**config.mk**
```make
export PLATFORM = sky130hd
export DESIGN_NAME = mem_stage_flat
export DESIGN_NICKNAME = d
export VERILOG_FILES = /design/src/rtl/mem_stage_if.sv /design/src/rtl/mem_stage.sv /design/src/flat_wrapper.sv
export SDC_FILE = /design/constraint.sdc
export NUM_CORES = 1
export LEC_CHECK = 0
export CORE_AREA = 2 2 175 177
export CTS_CLUSTER_SIZE = 30
export DETAILED_ROUTE_END_ITERATION = 8
export DIE_AREA = 0 0 177 179
export PLACE_DENSITY = 0.58
export SLEW_MARGIN = 20
export SYNTH_ARGS = -nofsm -noshare
export SYNTH_HDL_FRONTEND = slang
export SYNTH_SLANG_ARGS = --single-unit
```
**constraint.sdc**
```tcl
create_clock -name clk_i -period 1.34 [get_ports clk_i]
set_input_delay 0.134 -clock clk_i [delete_from_list [all_inputs] [get_ports clk_i]]
set_output_delay 0.134 -clock clk_i [all_outputs]
set_load 0.005 [all_outputs]
```
**src/rtl/mem_stage_if.sv**
```systemverilog
// Data-memory request/grant/rvalid port of the memory-access stage.
// master: the pipeline stage (drives request, write, address, byte enables, write data).
// slave:  the data memory (returns grant, read-valid and read data).
interface mem_stage_if;
  logic        dmem_req_o;
  logic        dmem_we_o;
  logic [31:0] dmem_addr_o;
  logic [3:0]  dmem_be_o;
  logic [31:0] dmem_wdata_o;
  logic        dmem_gnt_i;
  logic        dmem_rvalid_i;
  logic [31:0] dmem_rdata_i;

  modport master (
    output dmem_req_o, dmem_we_o, dmem_addr_o, dmem_be_o, dmem_wdata_o,
    input  dmem_gnt_i, dmem_rvalid_i, dmem_rdata_i
  );

  modport slave (
    input  dmem_req_o, dmem_we_o, dmem_addr_o, dmem_be_o, dmem_wdata_o,
    output dmem_gnt_i, dmem_rvalid_i, dmem_rdata_i
  );
endinterface

```
**src/rtl/mem_stage.sv**
```systemverilog
// RV32 memory-access stage: branch/jump/return redirect, load/store over the dmem port, MEM/WB register.
// Latency: non-access and granted stores commit at the next edge; loads commit at the edge ending the rvalid cycle.
// Backpressure: stall_o holds upstream while a request is ungranted or load data is outstanding.
// Ports: clk_i/rst_ni; EX/MEM inputs (valid_i, controls, funct3_i, EQ_i, datapath words, rd_i);
//        dmem (mem_stage_if.master); stall_o/flush_o/PCsrc_o/PCtarget_o; MEM/WB register outputs.
module mem_stage (
  input  logic        clk_i,
  input  logic        rst_ni,
  input  logic        valid_i,
  input  logic        RegWrite_i,
  input  logic        MemWrite_i,
  input  logic        Branch_i,
  input  logic        Jump_i,
  input  logic        Ret_i,
  input  logic [1:0]  WriteSrc_i,
  input  logic [2:0]  funct3_i,
  input  logic        EQ_i,
  input  logic [31:0] ALUout_i,
  input  logic [31:0] ImmOp_i,
  input  logic [31:0] pcPlus4_i,
  input  logic [31:0] pcPlusImm_i,
  input  logic [31:0] regOp2_i,
  input  logic [4:0]  rd_i,
  mem_stage_if.master dmem,
  output logic        stall_o,
  output logic        flush_o,
  output logic [1:0]  PCsrc_o,
  output logic [31:0] PCtarget_o,
  output logic        RegWrite_o,
  output logic [1:0]  WriteSrc_o,
  output logic [4:0]  rd_o,
  output logic [31:0] ALUout_o,
  output logic [31:0] ReadData_o,
  output logic [31:0] ImmOp_o,
  output logic [31:0] pcPlus4_o
);

  typedef enum logic {S_IDLE = 1'b0, S_WAIT = 1'b1} state_t;

  state_t      state;
  logic        load;
  logic        store;
  logic        access;
  logic        commit;
  logic [1:0]  off;
  logic [3:0]  be;
  logic [31:0] wdata;
  logic [31:0] load_ext;

  assign load   = valid_i & RegWrite_i & (WriteSrc_i == 2'b01);
  assign store  = valid_i & MemWrite_i;
  assign access = load | store;
  assign off    = ALUout_i[1:0];

  // Anything that is not a memory access commits immediately (including
  // invalid entries, which land in MEM/WB with RegWrite cleared).
  assign commit = ~access
                | ((state == S_IDLE) & store & dmem.dmem_gnt_i)
                | ((state == S_WAIT) & dmem.dmem_rvalid_i);

  assign stall_o = access & ~commit;

  // Request only from IDLE; since inputs are frozen during a stall, address,
  // be and wdata stay constant until the grant arrives.
  assign dmem.dmem_req_o   = (state == S_IDLE) & access;
  assign dmem.dmem_we_o    = store;
  assign dmem.dmem_addr_o  = {ALUout_i[31:2], 2'b00};
  assign dmem.dmem_be_o    = be;
  assign dmem.dmem_wdata_o = wdata;

  // Store lane selection; loads (and anything else) use the full word.
  always_comb begin
    be    = 4'b1111;
    wdata = regOp2_i;
    if (store) begin
      case (funct3_i)
        3'b000: begin
          be    = 4'b0001 << off;
          wdata = {4{regOp2_i[7:0]}};
        end
        3'b001: begin
          be    = off[1] ? 4'b1100 : 4'b0011;
          wdata = {2{regOp2_i[15:0]}};
        end
        default: begin
          be    = 4'b1111;
          wdata = regOp2_i;
        end
      endcase
    end
  end

  // Load data extraction and extension.
  always_comb begin
    logic [7:0]  byte_sel;
    logic [15:0] half_sel;
    byte_sel = 8'h00;
    half_sel = 16'h0000;
    case (off)
      2'b00:   byte_sel = dmem.dmem_rdata_i[7:0];
      2'b01:   byte_sel = dmem.dmem_rdata_i[15:8];
      2'b10:   byte_sel = dmem.dmem_rdata_i[23:16];
      default: byte_sel = dmem.dmem_rdata_i[31:24];
    endcase
    half_sel = off[1] ? dmem.dmem_rdata_i[31:16] : dmem.dmem_rdata_i[15:0];
    case (funct3_i)
      3'b000:  load_ext = {{24{byte_sel[7]}}, byte_sel};
      3'b001:  load_ext = {{16{half_sel[15]}}, half_sel};
      3'b100:  load_ext = {24'h000000, byte_sel};
      3'b101:  load_ext = {16'h0000, half_sel};
      default: load_ext = dmem.dmem_rdata_i;
    endcase
  end

  // Redirect: return has priority over jump/branch.
  always_comb begin
    PCsrc_o    = 2'b00;
    PCtarget_o = pcPlus4_i;
    if (valid_i) begin
      if (Ret_i) begin
        PCsrc_o    = 2'b10;
        PCtarget_o = ALUout_i & ~32'h1;
      end else if (Jump_i ||
                   (Branch_i && (((funct3_i == 3'b000) && EQ_i) ||
                                 ((funct3_i == 3'b001) && !EQ_i)))) begin
        PCsrc_o    = 2'b01;
        PCtarget_o = pcPlusImm_i;
      end
    end
  end

  assign flush_o = (PCsrc_o != 2'b00);

  // Access FSM. rvalid seen in IDLE is ignored; a reset while in WAIT
  // abandons the outstanding load.
  always_ff @(posedge clk_i or negedge rst_ni) begin
    if (!rst_ni) begin
      state <= S_IDLE;
    end else begin
      case (state)
        S_IDLE:  if (load && dmem.dmem_gnt_i) state <= S_WAIT;
        S_WAIT:  if (dmem.dmem_rvalid_i)      state <= S_IDLE;
        default: state <= S_IDLE;
      endcase
    end
  end

  // MEM/WB register: loads on commit, otherwise inserts a bubble by
  // clearing RegWrite while the datapath fields hold.
  always_ff @(posedge clk_i or negedge rst_ni) begin
    if (!rst_ni) begin
      RegWrite_o <= 1'b0;
      WriteSrc_o <= 2'b00;
      rd_o       <= 5'd0;
      ALUout_o   <= 32'h0;
      ReadData_o <= 32'h0;
      ImmOp_o    <= 32'h0;
      pcPlus4_o  <= 32'h0;
    end else if (commit) begin
      RegWrite_o <= RegWrite_i & valid_i;
      WriteSrc_o <= WriteSrc_i;
      rd_o       <= rd_i;
      ALUout_o   <= ALUout_i;
      ReadData_o <= load_ext;
      ImmOp_o    <= ImmOp_i;
      pcPlus4_o  <= pcPlus4_i;
    end else begin
      RegWrite_o <= 1'b0;
    end
  end

endmodule

```
**src/flat_wrapper.sv**
```systemverilog
// flat-port wrapper written by rule: the top's interface ports become plain ports
module mem_stage_flat 
  (clk_i, rst_ni, valid_i, RegWrite_i, MemWrite_i, Branch_i, Jump_i, Ret_i, WriteSrc_i, funct3_i, EQ_i, ALUout_i, ImmOp_i, pcPlus4_i, pcPlusImm_i, regOp2_i, rd_i, stall_o, flush_o, PCsrc_o, PCtarget_o, RegWrite_o, WriteSrc_o, rd_o, ALUout_o, ReadData_o, ImmOp_o, pcPlus4_o, dmem_dmem_req_o, dmem_dmem_we_o, dmem_dmem_addr_o, dmem_dmem_be_o, dmem_dmem_wdata_o, dmem_dmem_gnt_i, dmem_dmem_rvalid_i, dmem_dmem_rdata_i);
  mem_stage_if dmem_i ();
  input  logic clk_i;
  input  logic rst_ni;
  input  logic valid_i;
  input  logic RegWrite_i;
  input  logic MemWrite_i;
  input  logic Branch_i;
  input  logic Jump_i;
  input  logic Ret_i;
  input  logic [1:0] WriteSrc_i;
  input  logic [2:0] funct3_i;
  input  logic EQ_i;
  input  logic [31:0] ALUout_i;
  input  logic [31:0] ImmOp_i;
  input  logic [31:0] pcPlus4_i;
  input  logic [31:0] pcPlusImm_i;
  input  logic [31:0] regOp2_i;
  input  logic [4:0] rd_i;
  output logic stall_o;
  output logic flush_o;
  output logic [1:0] PCsrc_o;
  output logic [31:0] PCtarget_o;
  output logic RegWrite_o;
  output logic [1:0] WriteSrc_o;
  output logic [4:0] rd_o;
  output logic [31:0] ALUout_o;
  output logic [31:0] ReadData_o;
  output logic [31:0] ImmOp_o;
  output logic [31:0] pcPlus4_o;
  output wire logic [$bits(dmem_i.dmem_req_o)-1:0] dmem_dmem_req_o;
  output wire logic [$bits(dmem_i.dmem_we_o)-1:0] dmem_dmem_we_o;
  output wire logic [$bits(dmem_i.dmem_addr_o)-1:0] dmem_dmem_addr_o;
  output wire logic [$bits(dmem_i.dmem_be_o)-1:0] dmem_dmem_be_o;
  output wire logic [$bits(dmem_i.dmem_wdata_o)-1:0] dmem_dmem_wdata_o;
  input wire logic [$bits(dmem_i.dmem_gnt_i)-1:0] dmem_dmem_gnt_i;
  input wire logic [$bits(dmem_i.dmem_rvalid_i)-1:0] dmem_dmem_rvalid_i;
  input wire logic [$bits(dmem_i.dmem_rdata_i)-1:0] dmem_dmem_rdata_i;
  assign dmem_dmem_req_o = dmem_i.dmem_req_o;
  assign dmem_dmem_we_o = dmem_i.dmem_we_o;
  assign dmem_dmem_addr_o = dmem_i.dmem_addr_o;
  assign dmem_dmem_be_o = dmem_i.dmem_be_o;
  assign dmem_dmem_wdata_o = dmem_i.dmem_wdata_o;
  assign dmem_i.dmem_gnt_i = dmem_dmem_gnt_i;
  assign dmem_i.dmem_rvalid_i = dmem_dmem_rvalid_i;
  assign dmem_i.dmem_rdata_i = dmem_dmem_rdata_i;
  mem_stage u_core (.clk_i(clk_i), .rst_ni(rst_ni), .valid_i(valid_i), .RegWrite_i(RegWrite_i), .MemWrite_i(MemWrite_i), .Branch_i(Branch_i), .Jump_i(Jump_i), .Ret_i(Ret_i), .WriteSrc_i(WriteSrc_i), .funct3_i(funct3_i), .EQ_i(EQ_i), .ALUout_i(ALUout_i), .ImmOp_i(ImmOp_i), .pcPlus4_i(pcPlus4_i), .pcPlusImm_i(pcPlusImm_i), .regOp2_i(regOp2_i), .rd_i(rd_i), .dmem(dmem_i), .stall_o(stall_o), .flush_o(flush_o), .PCsrc_o(PCsrc_o), .PCtarget_o(PCtarget_o), .RegWrite_o(RegWrite_o), .WriteSrc_o(WriteSrc_o), .rd_o(rd_o), .ALUout_o(ALUout_o), .ReadData_o(ReadData_o), .ImmOp_o(ImmOp_o), .pcPlus4_o(pcPlus4_o));
endmodule
```
==> results of run 1 <==
sequential cells by signal, indices dropped and copies added, names as in the netlist:
register	flops
u_core.ALUout_o	32
u_core.state	1
u_core.rd_o	5
u_core.pcPlus4_o	32
u_core.WriteSrc_o	2
u_core.ReadData_o	32
u_core.ImmOp_o	32
u_core.RegWrite_o	1
synthesized netlist by cell type, types with 3 or more instances:
library cell / instances
nand2_1: 334
mux2_2: 24
nor2_1: 49
inv_1: 4
clkbuf_1: 35
or3_1: 5
and3_1: 33
buf_4: 40
a221o_1: 30
nor2b_1: 4
o21ai_0: 21
and2_1: 3
dfrtp_1: 137
a31o_2: 3
a21oi_1: 46
buf_2: 16
nand3_1: 7
mux2i_1: 11
report_power, final:
part	internal, mW	total (mW)	switching [mW]
registers	4.59	4.95	0.355
logic	2.89	5.09	2.20
clock network	2.96	4.84	1.88
layer usage:
layer | vias to the layer above | GRT usage
li1 | 3929 | -
met1 | 4272 | 0.276
met2 | 417 | 0.435
met3 | 68 | 0.0647
met4 | 0 | 0.0892
met5 | - | 0
worst max-delay path, stage by stage:
cell     delay (ps)
buf_8           100
xor2_2          160
a31o_4          190
buf_6           120
o21ai_4          70
buf_12          150
buf_16          130
buf_12          120
a221o_1         310
buf_2           150
metrics by stage:
stage / std cells / power [mW] / instance area [µm²] / utilization / hold slack, ps
floorplan: 823 / 6.02 / 7000 / - / -162
global placement: 1701 / 8.78 / 12500 / 0.417 / 99.5
detailed placement: 1701 / 8.81 / 12500 / 0.417 / 97.6
CTS: 1837 / 14.5 / 15200 / 0.507 / 98.8
global route: 1848 / 15.5 / 16300 / 0.543 / 118
finish: 1848 / 14.9 / 16300 / 0.543 / 112
final cells by class:
type | count | area (µm²)
fill | 2695 | 13700
clock buffer | 20 | 447
inverter | 5 | 21.3
tap | 396 | 495
timing repair buffer | 691 | 7340
clock inverter | 12 | 150
multi-input combinational | 587 | 4420
sequential | 137 | 3430
how the worst min path moves through the flow:
stage          startpoint                   to  depth (start not counted)
3_3_place_gp       rst_ni  u_core.ALUout_o[18]                          1
5_1_grt           valid_i    u_core.RegWrite_o                          3
4_1_cts           valid_i    u_core.RegWrite_o                          3
6_report          valid_i    u_core.RegWrite_o                          3
2_1_floorplan      rst_ni   u_core.ALUout_o[0]                          0
3_5_place_dp       rst_ni  u_core.ALUout_o[18]                          1
logic make-up after synthesis:
kind of cell / count (synthesis) / synth area share
compound gates: 109 / 0.108
xor+xnor: 1 / 0.00126
simple gates: 439 / 0.258
other cells: 1 / 0.000541
flops: 137 / 0.495
mux: 36 / 0.0581
buf+inv: 99 / 0.0803
what timing repair did:
action / CTS / global route
setup buffers: 70 / 15
pin swaps: 173 / 139
hold endpoints to repair: 34 / 1
gates resized for setup: 768 / 303
setup endpoints to repair: 374 / 201
hold buffers: 1 / 1
gates cloned: 36 / 9
==> flow_summary.ini, run 1 <==
[routing]
vias_per_cell = 4.70
met1_length_um = 15000
wl_um = 40300
drc = 0
drt_pre_antenna_iters = 5
wl_met2_um = 20700
drt_iter0_drc = 369
num_vias = 8686
wl_met3_um = 3180
top_layer = met4
wl_per_cell_um = 21.8
ant_nets = 0

[cts]
clock_latency_ps = 430
ctsLongestPathBuffers = 2
cts_tree = done
cts_sinks = 137
numCtsBuffers = 17
root_buffer = clkbuf_16
clkSlewWorstSetupHoldPaths_ps = 60
cts_max_level = 4

[power_and_ir_drop]
ir_drop_mv = 0.744
p_leak_nw = 8.04
power.density_nw_per_um2 = 913

[critical_path]
path_class = input port to output port
crit_path_end = PCtarget_o[3]
r2r-start = u_core.state
crit_start = funct3_i[0]
r2r_end = u_core.ReadData_o[26]
r2r_setup_slack_ps = -280
endpoint_kind = output port
reg2regPathDepth = 7
critPathArrivalTime_ps = 1640
startpoint_type = input port
critical_path_required_ps = 1210
crit_path_max_fanout = 4

[floorplan]
dieWidth_um = 177
dieArea_um2 = 31700
start_util = 0.231
ios = 455
num_rows = 64
core-area_um2 = 30000
die_h_um = 179

[sta]
skew_ps = 6.10
hold_viol = 0
setup_viol = 195
drv_slew = 0
finalWorstSetupSlack_ps = -437
fmax_ghz = 0.563
period_minus_slack_ps = 1780
timing.final.crit_share = 1.33
rsz0062_at_grt = yes
tns_ps = -39760

[cells_and_area]
syn_to_final_growth_pct = 135
drive_above_1_share = 0.475
final_cell_mix = clkdlybuf4s50_1 (198), dlygate4sd2_1 (177), nand2_2 (141)
antenna_cells = 0
nets = 1652
final_common_cell = clkdlybuf4s50_1

[synth]
synth.largest_area_cell = dfrtp_1
ys_seq_area_frac = 0.495
yosysUniqueCellTypes = 35
syn-cell-area_um2 = 6930
yosys_warnings = 0
synthArstFlopShare = 1.00
synthCells = 822
synth_flop_cell = dfrtp_1
synth.avg_cell_area_um2 = 8.43
synth_seq_cells = 137
yosys-top-cells-area = dfrtp_1 (49%), nand2_1 (18%), a221o_1 (4.3%), buf_4 (4.3%), mux2_2 (3.9%)
synth_top_area_frac = 0.495
synth_edf_count = 0

[global_route]
grt-ovfl-total = 0
grt_pass1_vias = 8873
antenna_found_initial = 2
grt_max_degree = 42
grtUsageTotal = 0.243
grt_pass1_wl_um = 56200

[outcome]
violations = setup timing
status = finished with violations

[job]
drv_cap = 0

[placement]
dpl_worst_slack_ps = -973
post-dp-hpwl_um = 24900
place.gp.congestion = 0.809
portBuffers = 452

[min_path]
hold_path.class = input port to flip-flop
No activity file was read; power rests on OpenSTA's default activity.
==> run 2: changes to the inputs <==
- HOLD_SLACK_MARGIN: default -> 0.06
==> results of run 2 <==
The final DEF is identical to that of run 1; final timing and power are the same.
